### src/rtl/wb_arbiter_2m_if.sv
// Bus bundle for the two-master Wishbone arbiter: both master ports, the shared slave port and the grant.
// The "slave" modport is the arbiter's view; "master" is the view of the surrounding masters/slave.
interface wb_arbiter_2m_if #(
    parameter int DATA_WIDTH = 32,
    parameter int ADDR_WIDTH = 32
);
    localparam int SEL_WIDTH = DATA_WIDTH / 8;

    logic [ADDR_WIDTH-1:0] m0_adr_i;
    logic [DATA_WIDTH-1:0] m0_dat_i;
    logic [DATA_WIDTH-1:0] m0_dat_o;
    logic                  m0_we_i;
    logic [SEL_WIDTH-1:0]  m0_sel_i;
    logic                  m0_stb_i;
    logic                  m0_cyc_i;
    logic                  m0_ack_o;

    logic [ADDR_WIDTH-1:0] m1_adr_i;
    logic [DATA_WIDTH-1:0] m1_dat_i;
    logic [DATA_WIDTH-1:0] m1_dat_o;
    logic                  m1_we_i;
    logic [SEL_WIDTH-1:0]  m1_sel_i;
    logic                  m1_stb_i;
    logic                  m1_cyc_i;
    logic                  m1_ack_o;

    logic [ADDR_WIDTH-1:0] s_adr_o;
    logic [DATA_WIDTH-1:0] s_dat_o;
    logic [DATA_WIDTH-1:0] s_dat_i;
    logic                  s_we_o;
    logic [SEL_WIDTH-1:0]  s_sel_o;
    logic                  s_stb_o;
    logic                  s_cyc_o;
    logic                  s_ack_i;

    logic [1:0]            grant_o;

    modport slave (
        input  m0_adr_i, m0_dat_i, m0_we_i, m0_sel_i, m0_stb_i, m0_cyc_i,
        output m0_dat_o, m0_ack_o,
        input  m1_adr_i, m1_dat_i, m1_we_i, m1_sel_i, m1_stb_i, m1_cyc_i,
        output m1_dat_o, m1_ack_o,
        output s_adr_o, s_dat_o, s_we_o, s_sel_o, s_stb_o, s_cyc_o,
        input  s_dat_i, s_ack_i,
        output grant_o
    );

    modport master (
        output m0_adr_i, m0_dat_i, m0_we_i, m0_sel_i, m0_stb_i, m0_cyc_i,
        input  m0_dat_o, m0_ack_o,
        output m1_adr_i, m1_dat_i, m1_we_i, m1_sel_i, m1_stb_i, m1_cyc_i,
        input  m1_dat_o, m1_ack_o,
        input  s_adr_o, s_dat_o, s_we_o, s_sel_o, s_stb_o, s_cyc_o,
        output s_dat_i, s_ack_i,
        input  grant_o
    );
endinterface

### src/rtl/wb_arbiter_2m.sv
// Two-master Wishbone B4 classic arbiter: round-robin grant locked for a whole bus cycle,
// registered grant state with combinational request/response muxing.
module wb_arbiter_2m #(
    parameter int DATA_WIDTH = 32,
    parameter int ADDR_WIDTH = 32
) (
    input  logic       clk_i,
    input  logic       rst_i,
    wb_arbiter_2m_if.slave bus,
    output logic [1:0] fsm_state
);
    localparam int SEL_WIDTH = DATA_WIDTH / 8;

    typedef enum logic [1:0] {
        IDLE   = 2'd0,
        GRANT0 = 2'd1,
        GRANT1 = 2'd2
    } state_t;

    state_t state_q;
    state_t state_d;
    logic   last_grant_q;
    logic   last_grant_d;

    logic req0;
    logic req1;

    logic [ADDR_WIDTH-1:0] adr_mux;
    logic [DATA_WIDTH-1:0] dat_mux;
    logic                  we_mux;
    logic [SEL_WIDTH-1:0]  sel_mux;
    logic                  stb_mux;
    logic                  cyc_mux;
    logic                  ack0;
    logic                  ack1;
    logic [1:0]            grant;

    // Handshake: a transfer is offered while cyc&stb are high and completes on the cycle ack is high;
    // ack is only ever routed back to the owning master while that master still holds cyc and stb.
    assign req0 = bus.m0_cyc_i & bus.m0_stb_i;
    assign req1 = bus.m1_cyc_i & bus.m1_stb_i;

    always_ff @(posedge clk_i) begin
        if (rst_i) begin
            state_q      <= IDLE;
            last_grant_q <= 1'b1;
        end else begin
            state_q      <= state_d;
            last_grant_q <= last_grant_d;
        end
    end

    // An owner is only ever released through IDLE, so the bus always sees one dead cycle between owners.
    always_comb begin
        state_d      = state_q;
        last_grant_d = last_grant_q;
        case (state_q)
            IDLE: begin
                if (req0 && req1) begin
                    if (last_grant_q) begin
                        state_d      = GRANT0;
                        last_grant_d = 1'b0;
                    end else begin
                        state_d      = GRANT1;
                        last_grant_d = 1'b1;
                    end
                end else if (req0) begin
                    state_d      = GRANT0;
                    last_grant_d = 1'b0;
                end else if (req1) begin
                    state_d      = GRANT1;
                    last_grant_d = 1'b1;
                end
            end
            GRANT0: begin
                if (!bus.m0_cyc_i) state_d = IDLE;
            end
            GRANT1: begin
                if (!bus.m1_cyc_i) state_d = IDLE;
            end
            default: begin
                state_d = IDLE;
            end
        endcase
    end

    always_comb begin
        adr_mux = '0;
        dat_mux = '0;
        we_mux  = 1'b0;
        sel_mux = '0;
        stb_mux = 1'b0;
        cyc_mux = 1'b0;
        ack0    = 1'b0;
        ack1    = 1'b0;
        grant   = 2'b00;
        case (state_q)
            GRANT0: begin
                adr_mux = bus.m0_adr_i;
                dat_mux = bus.m0_dat_i;
                we_mux  = bus.m0_we_i;
                sel_mux = bus.m0_sel_i;
                stb_mux = bus.m0_stb_i;
                cyc_mux = bus.m0_cyc_i;
                ack0    = bus.s_ack_i & bus.m0_cyc_i & bus.m0_stb_i;
                grant   = 2'b01;
            end
            GRANT1: begin
                adr_mux = bus.m1_adr_i;
                dat_mux = bus.m1_dat_i;
                we_mux  = bus.m1_we_i;
                sel_mux = bus.m1_sel_i;
                stb_mux = bus.m1_stb_i;
                cyc_mux = bus.m1_cyc_i;
                ack1    = bus.s_ack_i & bus.m1_cyc_i & bus.m1_stb_i;
                grant   = 2'b10;
            end
            default: begin
                grant = 2'b00;
            end
        endcase
    end

    assign bus.s_adr_o  = adr_mux;
    assign bus.s_dat_o  = dat_mux;
    assign bus.s_we_o   = we_mux;
    assign bus.s_sel_o  = sel_mux;
    assign bus.s_stb_o  = stb_mux;
    assign bus.s_cyc_o  = cyc_mux;
    assign bus.m0_ack_o = ack0;
    assign bus.m1_ack_o = ack1;
    assign bus.grant_o  = grant;

    // Read data is broadcast; each master qualifies it with its own ack.
    assign bus.m0_dat_o = bus.s_dat_i;
    assign bus.m1_dat_o = bus.s_dat_i;

    assign fsm_state = state_q;
endmodule

### src/flat_wrapper.sv
// flat-port wrapper written by rule: the top's interface ports become plain ports
module wb_arbiter_2m_flat 
#(
    parameter int DATA_WIDTH = 32,
    parameter int ADDR_WIDTH = 32
)
  (clk_i, rst_i, fsm_state, bus_m0_adr_i, bus_m0_dat_i, bus_m0_we_i, bus_m0_sel_i, bus_m0_stb_i, bus_m0_cyc_i, bus_m0_dat_o, bus_m0_ack_o, bus_m1_adr_i, bus_m1_dat_i, bus_m1_we_i, bus_m1_sel_i, bus_m1_stb_i, bus_m1_cyc_i, bus_m1_dat_o, bus_m1_ack_o, bus_s_adr_o, bus_s_dat_o, bus_s_we_o, bus_s_sel_o, bus_s_stb_o, bus_s_cyc_o, bus_s_dat_i, bus_s_ack_i, bus_grant_o);
  wb_arbiter_2m_if #(.DATA_WIDTH(DATA_WIDTH), .ADDR_WIDTH(ADDR_WIDTH)) bus_i ();
  input  logic clk_i;
  input  logic rst_i;
  output logic [1:0] fsm_state;
  input wire logic [$bits(bus_i.m0_adr_i)-1:0] bus_m0_adr_i;
  input wire logic [$bits(bus_i.m0_dat_i)-1:0] bus_m0_dat_i;
  input wire logic [$bits(bus_i.m0_we_i)-1:0] bus_m0_we_i;
  input wire logic [$bits(bus_i.m0_sel_i)-1:0] bus_m0_sel_i;
  input wire logic [$bits(bus_i.m0_stb_i)-1:0] bus_m0_stb_i;
  input wire logic [$bits(bus_i.m0_cyc_i)-1:0] bus_m0_cyc_i;
  output wire logic [$bits(bus_i.m0_dat_o)-1:0] bus_m0_dat_o;
  output wire logic [$bits(bus_i.m0_ack_o)-1:0] bus_m0_ack_o;
  input wire logic [$bits(bus_i.m1_adr_i)-1:0] bus_m1_adr_i;
  input wire logic [$bits(bus_i.m1_dat_i)-1:0] bus_m1_dat_i;
  input wire logic [$bits(bus_i.m1_we_i)-1:0] bus_m1_we_i;
  input wire logic [$bits(bus_i.m1_sel_i)-1:0] bus_m1_sel_i;
  input wire logic [$bits(bus_i.m1_stb_i)-1:0] bus_m1_stb_i;
  input wire logic [$bits(bus_i.m1_cyc_i)-1:0] bus_m1_cyc_i;
  output wire logic [$bits(bus_i.m1_dat_o)-1:0] bus_m1_dat_o;
  output wire logic [$bits(bus_i.m1_ack_o)-1:0] bus_m1_ack_o;
  output wire logic [$bits(bus_i.s_adr_o)-1:0] bus_s_adr_o;
  output wire logic [$bits(bus_i.s_dat_o)-1:0] bus_s_dat_o;
  output wire logic [$bits(bus_i.s_we_o)-1:0] bus_s_we_o;
  output wire logic [$bits(bus_i.s_sel_o)-1:0] bus_s_sel_o;
  output wire logic [$bits(bus_i.s_stb_o)-1:0] bus_s_stb_o;
  output wire logic [$bits(bus_i.s_cyc_o)-1:0] bus_s_cyc_o;
  input wire logic [$bits(bus_i.s_dat_i)-1:0] bus_s_dat_i;
  input wire logic [$bits(bus_i.s_ack_i)-1:0] bus_s_ack_i;
  output wire logic [$bits(bus_i.grant_o)-1:0] bus_grant_o;
  assign bus_i.m0_adr_i = bus_m0_adr_i;
  assign bus_i.m0_dat_i = bus_m0_dat_i;
  assign bus_i.m0_we_i = bus_m0_we_i;
  assign bus_i.m0_sel_i = bus_m0_sel_i;
  assign bus_i.m0_stb_i = bus_m0_stb_i;
  assign bus_i.m0_cyc_i = bus_m0_cyc_i;
  assign bus_m0_dat_o = bus_i.m0_dat_o;
  assign bus_m0_ack_o = bus_i.m0_ack_o;
  assign bus_i.m1_adr_i = bus_m1_adr_i;
  assign bus_i.m1_dat_i = bus_m1_dat_i;
  assign bus_i.m1_we_i = bus_m1_we_i;
  assign bus_i.m1_sel_i = bus_m1_sel_i;
  assign bus_i.m1_stb_i = bus_m1_stb_i;
  assign bus_i.m1_cyc_i = bus_m1_cyc_i;
  assign bus_m1_dat_o = bus_i.m1_dat_o;
  assign bus_m1_ack_o = bus_i.m1_ack_o;
  assign bus_s_adr_o = bus_i.s_adr_o;
  assign bus_s_dat_o = bus_i.s_dat_o;
  assign bus_s_we_o = bus_i.s_we_o;
  assign bus_s_sel_o = bus_i.s_sel_o;
  assign bus_s_stb_o = bus_i.s_stb_o;
  assign bus_s_cyc_o = bus_i.s_cyc_o;
  assign bus_i.s_dat_i = bus_s_dat_i;
  assign bus_i.s_ack_i = bus_s_ack_i;
  assign bus_grant_o = bus_i.grant_o;
  wb_arbiter_2m #(.DATA_WIDTH(DATA_WIDTH), .ADDR_WIDTH(ADDR_WIDTH)) u_core (.clk_i(clk_i), .rst_i(rst_i), .bus(bus_i), .fsm_state(fsm_state));
endmodule
### config.mk
export PLATFORM = sky130hd
export DESIGN_NAME = wb_arbiter_2m_flat
export DESIGN_NICKNAME = d
export VERILOG_FILES = /design/src/rtl/wb_arbiter_2m_if.sv /design/src/rtl/wb_arbiter_2m.sv /design/src/flat_wrapper.sv
export SDC_FILE = /design/constraint.sdc
export NUM_CORES = 1
export LEC_CHECK = 0
export BUFFER_PORTS_ARGS = -buffer_cell sky130_fd_sc_hd__buf_2
export CAP_MARGIN = 20
export CORE_AREA = 4 4 121 123
export CTS_BUF_LIST = sky130_fd_sc_hd__clkbuf_16
export DETAILED_ROUTE_END_ITERATION = 12
export DIE_AREA = 0 0 125 127
export PLACE_DENSITY = 0.49
export SLEW_MARGIN = 5
export SYNTH_ARGS = -nofsm -noshare
export SYNTH_HDL_FRONTEND = slang
export SYNTH_SLANG_ARGS = --single-unit
export TNS_END_PERCENT = 50
### constraint.sdc
create_clock -name clk_i -period 1.85 [get_ports clk_i]
set_clock_uncertainty 0.05 [all_clocks]
set_input_delay 0.37 -clock clk_i [delete_from_list [all_inputs] [get_ports clk_i]]
set_output_delay 0.37 -clock clk_i [all_outputs]
set_load 0.01 [all_outputs]
==> results.yml <==
synth:
  async_reset_ff_share_pct: 0
  muxShareOfSynthArea_pct: 0
  synth_compound_area_share_pct: 33.17
  synth-seq-cells: 3
  ys.warnings.count: 0
  synthSimpleGateAreaFrac_pct: 27.14
  synthTopCellsByArea: "a22oi_1 (29%), buf_4 (26%), nor2b_1 (24%)"
  yosysTopAreaCell: "a22oi_1"
  synth-seq-area-share_pct: 3.290
  syn_area_per_cell_sq_um: 7.131
  synth_top_family_by_area: "buffers and inverters"
  synthesis.area_sq_um: 1826
  synth_top_area_share_pct: 29.20
  synth_xor_area_share_pct: 0
  synth_edf_count: 0
  ys.flop_type: "dfxtp_1"
  synthCells: 256
  synth_nets: 437
  synth_adder_area_share_pct: 2.742
  ys_types: 20
  yosys-top-cells-count: "a22oi_1 (71), nor2b_1 (71), buf_4 (64)"
floorplanning:
  top_level_ports: 318
  initial_core_util_pct: 13.36
  fp.coreArea_sq_um: 13670
  die_width_um: 125
  fp.dieArea_sq_um: 15880
  fp-row-count: 43
  die_h_um: 127
timing:
  period_share_pct: 104.0
  worst_slack_ps: -74.82
  fmax_mhz: 519.5
  period_minus_slack_ps: 1925
  whs_ps: 323.1
  tightestPinTransition_ps: 331.5
  relSlewSlack_pct: 77.90
  rsz0062_at_grt: "yes"
  finalHoldViolCount: 0
  slew_viol_final: 0
  setup-violations-final: 65
flow_run:
  maxCapViolations: 0
worst_setup_path:
  crit_required_ps: 1430
  worstPathArrival_ps: 1500
  cp-end-kind: "output pin"
  critPathMaxStageDelay_ps: 370
  path_buf_inv: 4
  critPathTopFamily: "buffers and inverters"
  crit_path_start_kind: "register"
  crit_fanout: 5
  crit_type: "register to output pin"
  cp_slowest_cell: "dfxtp_4"
  path_cells: "inv_4 -> ha_4 -> buf_6 -> buf_12 -> a22oi_2 -> nor2b_1 -> buf_2"
min_path:
  hold_path.class: "input pin to register"
placement:
  portBuffers: 221
  gp_congestion: 0.8060
  dp_hpwl_mm: 6.641
  place_worst_setup_slack_ps: -23.67
cts:
  insertion_delay_ps: 220
  numCtsBuffers: 3
  cts_num_sinks: 3
  path_clk_slew_ps: 30
  tritoncts: "done"
  clockBufferDepth: 2
  cts-root-buf: "clkbuf_16"
  h-tree-depth: 1
global_route:
  grt_pass1_wl_mm: 12.89
  use_met3_pct: 3.177
  busiest_layer: "met2"
  use_met1_pct: 10.82
  use_met2_pct: 18.76
  grt_pass1_vias: 2375
  overflow: 0
  grt_use_total_pct: 9.842
  grt_max_degree: 42
  antenna_found_initial: 0
routing:
  wl_per_cell_um: 17.77
  drtPass1Iterations: 4
  wl_mm: 10.70
  first_iter_violations: 61
  vias_per_cell: 4.201
  vias: 2529
  drc: 0
  drtAntennaViolNets: 0
finish:
  synthToLayoutAreaGrowth_pct: 93.69
  fill_cells: 1494
  final-seq-area_sq_um: 67.56
  final_util_pct: 25.87
  drive_gt1_share_pct: 76.78
  antenna_cells: 0
  multi_input_area_sq_um: 1491
  nNetsFinal: 604
power:
  p_leak_nw: 1.575
  ir_drop_v: 0.0001807
  power.density_nw_per_um2: 394.7
  fin_total_pwr_mw: 1.396
run_status:
  status: "finished with violations"
  violations: "setup timing"
sequential cells by signal, indices dropped and copies added (netlist names):
register             count
u_core.fsm_state         2
u_core.last_grant_q      1
routing by layer:
metal,wire length (um),vias up
li1,-,1172
met4,68,0
met5,0,-
met2,5361,180
met1,4232,1167
met3,1038,10
report_power, final:
part	internal [mW]	switching, mW
clock network	0.279	0.0619
logic	0.532	0.443
registers	0.0712	0.00853
kinds of logic after synthesis:
logic type,count (synthesis)
and+or+nand+nor,79
AOI/OAI and AO/OA,79
DFF,3
adders and majority gates,4
buffers and inverters,91
cell type report:
cell class,count,share of cell area (%)
Clock buffer,3,2.123
Clock inverter,1,0.1062
Inverter,4,0.5662
Multi-Input combinational cell,162,42.18
Sequential cell,3,1.911
Tap cell,180,6.369
Timing Repair Buffer,249,46.74
metrics by stage:
stage               std cells  area, sq um  setup TNS [ps]
floorplan                 256         1826               0
global placement          576         2685               0
detailed placement        576         2685          -23.67
CTS                       586         3059           -2852
global route              602         3536           -5814
finish                    602         3536           -1647
placed cells by master (no fill, tap or decap):
| master | n |
|---|---|
| ha_1 | 1 |
| clkbuf_16 | 12 |
| buf_4 | 4 |
| and3_1 | 1 |
| ha_4 | 3 |
| nand2_1 | 4 |
| o32ai_1 | 2 |
| nor2b_1 | 64 |
| nor2_1 | 1 |
| a22oi_2 | 56 |
| o311ai_1 | 1 |
| dfxtp_4 | 2 |
| o21a_1 | 1 |
| buf_6 | 3 |
| buf_2 | 220 |
| nor2b_4 | 1 |
| dfxtp_1 | 1 |
| and2_1 | 1 |
| a22oi_1 | 15 |
| buf_12 | 11 |
| buf_8 | 1 |
| inv_1 | 3 |
| nand3b_4 | 1 |
| nor2b_2 | 6 |
| inv_4 | 2 |
| buf_16 | 1 |
| a22oi_4 | 1 |
| a21boi_1 | 1 |
| o21ai_0 | 2 |
final timing paths:
path | start | to | slack (ps) | cells past startpoint
max | u_core.fsm_state[1]$_SDFFE_PP0P_ | bus_s_adr_o[6] | -70 | 7
max reg2reg | u_core.fsm_state[1]$_SDFFE_PP0P_ | u_core.fsm_state[1]$_SDFFE_PP0P_ | 150 | 8
min | rst_i | u_core.fsm_state[0]$_SDFFE_PP0P_ | 320 | 2
min reg2reg | u_core.last_grant_q$_SDFFE_PP1P_ | u_core.last_grant_q$_SDFFE_PP1P_ | 480 | 2
repair_timing:
item	4_1_cts	5_1_grt
pin swaps	2	34
gates resized for setup	39	43
hold buffers	0	0
setup endpoints to repair	71	73
setup buffers	3	6
gates cloned	3	12
No activity file was read; power rests on OpenSTA's default activity.
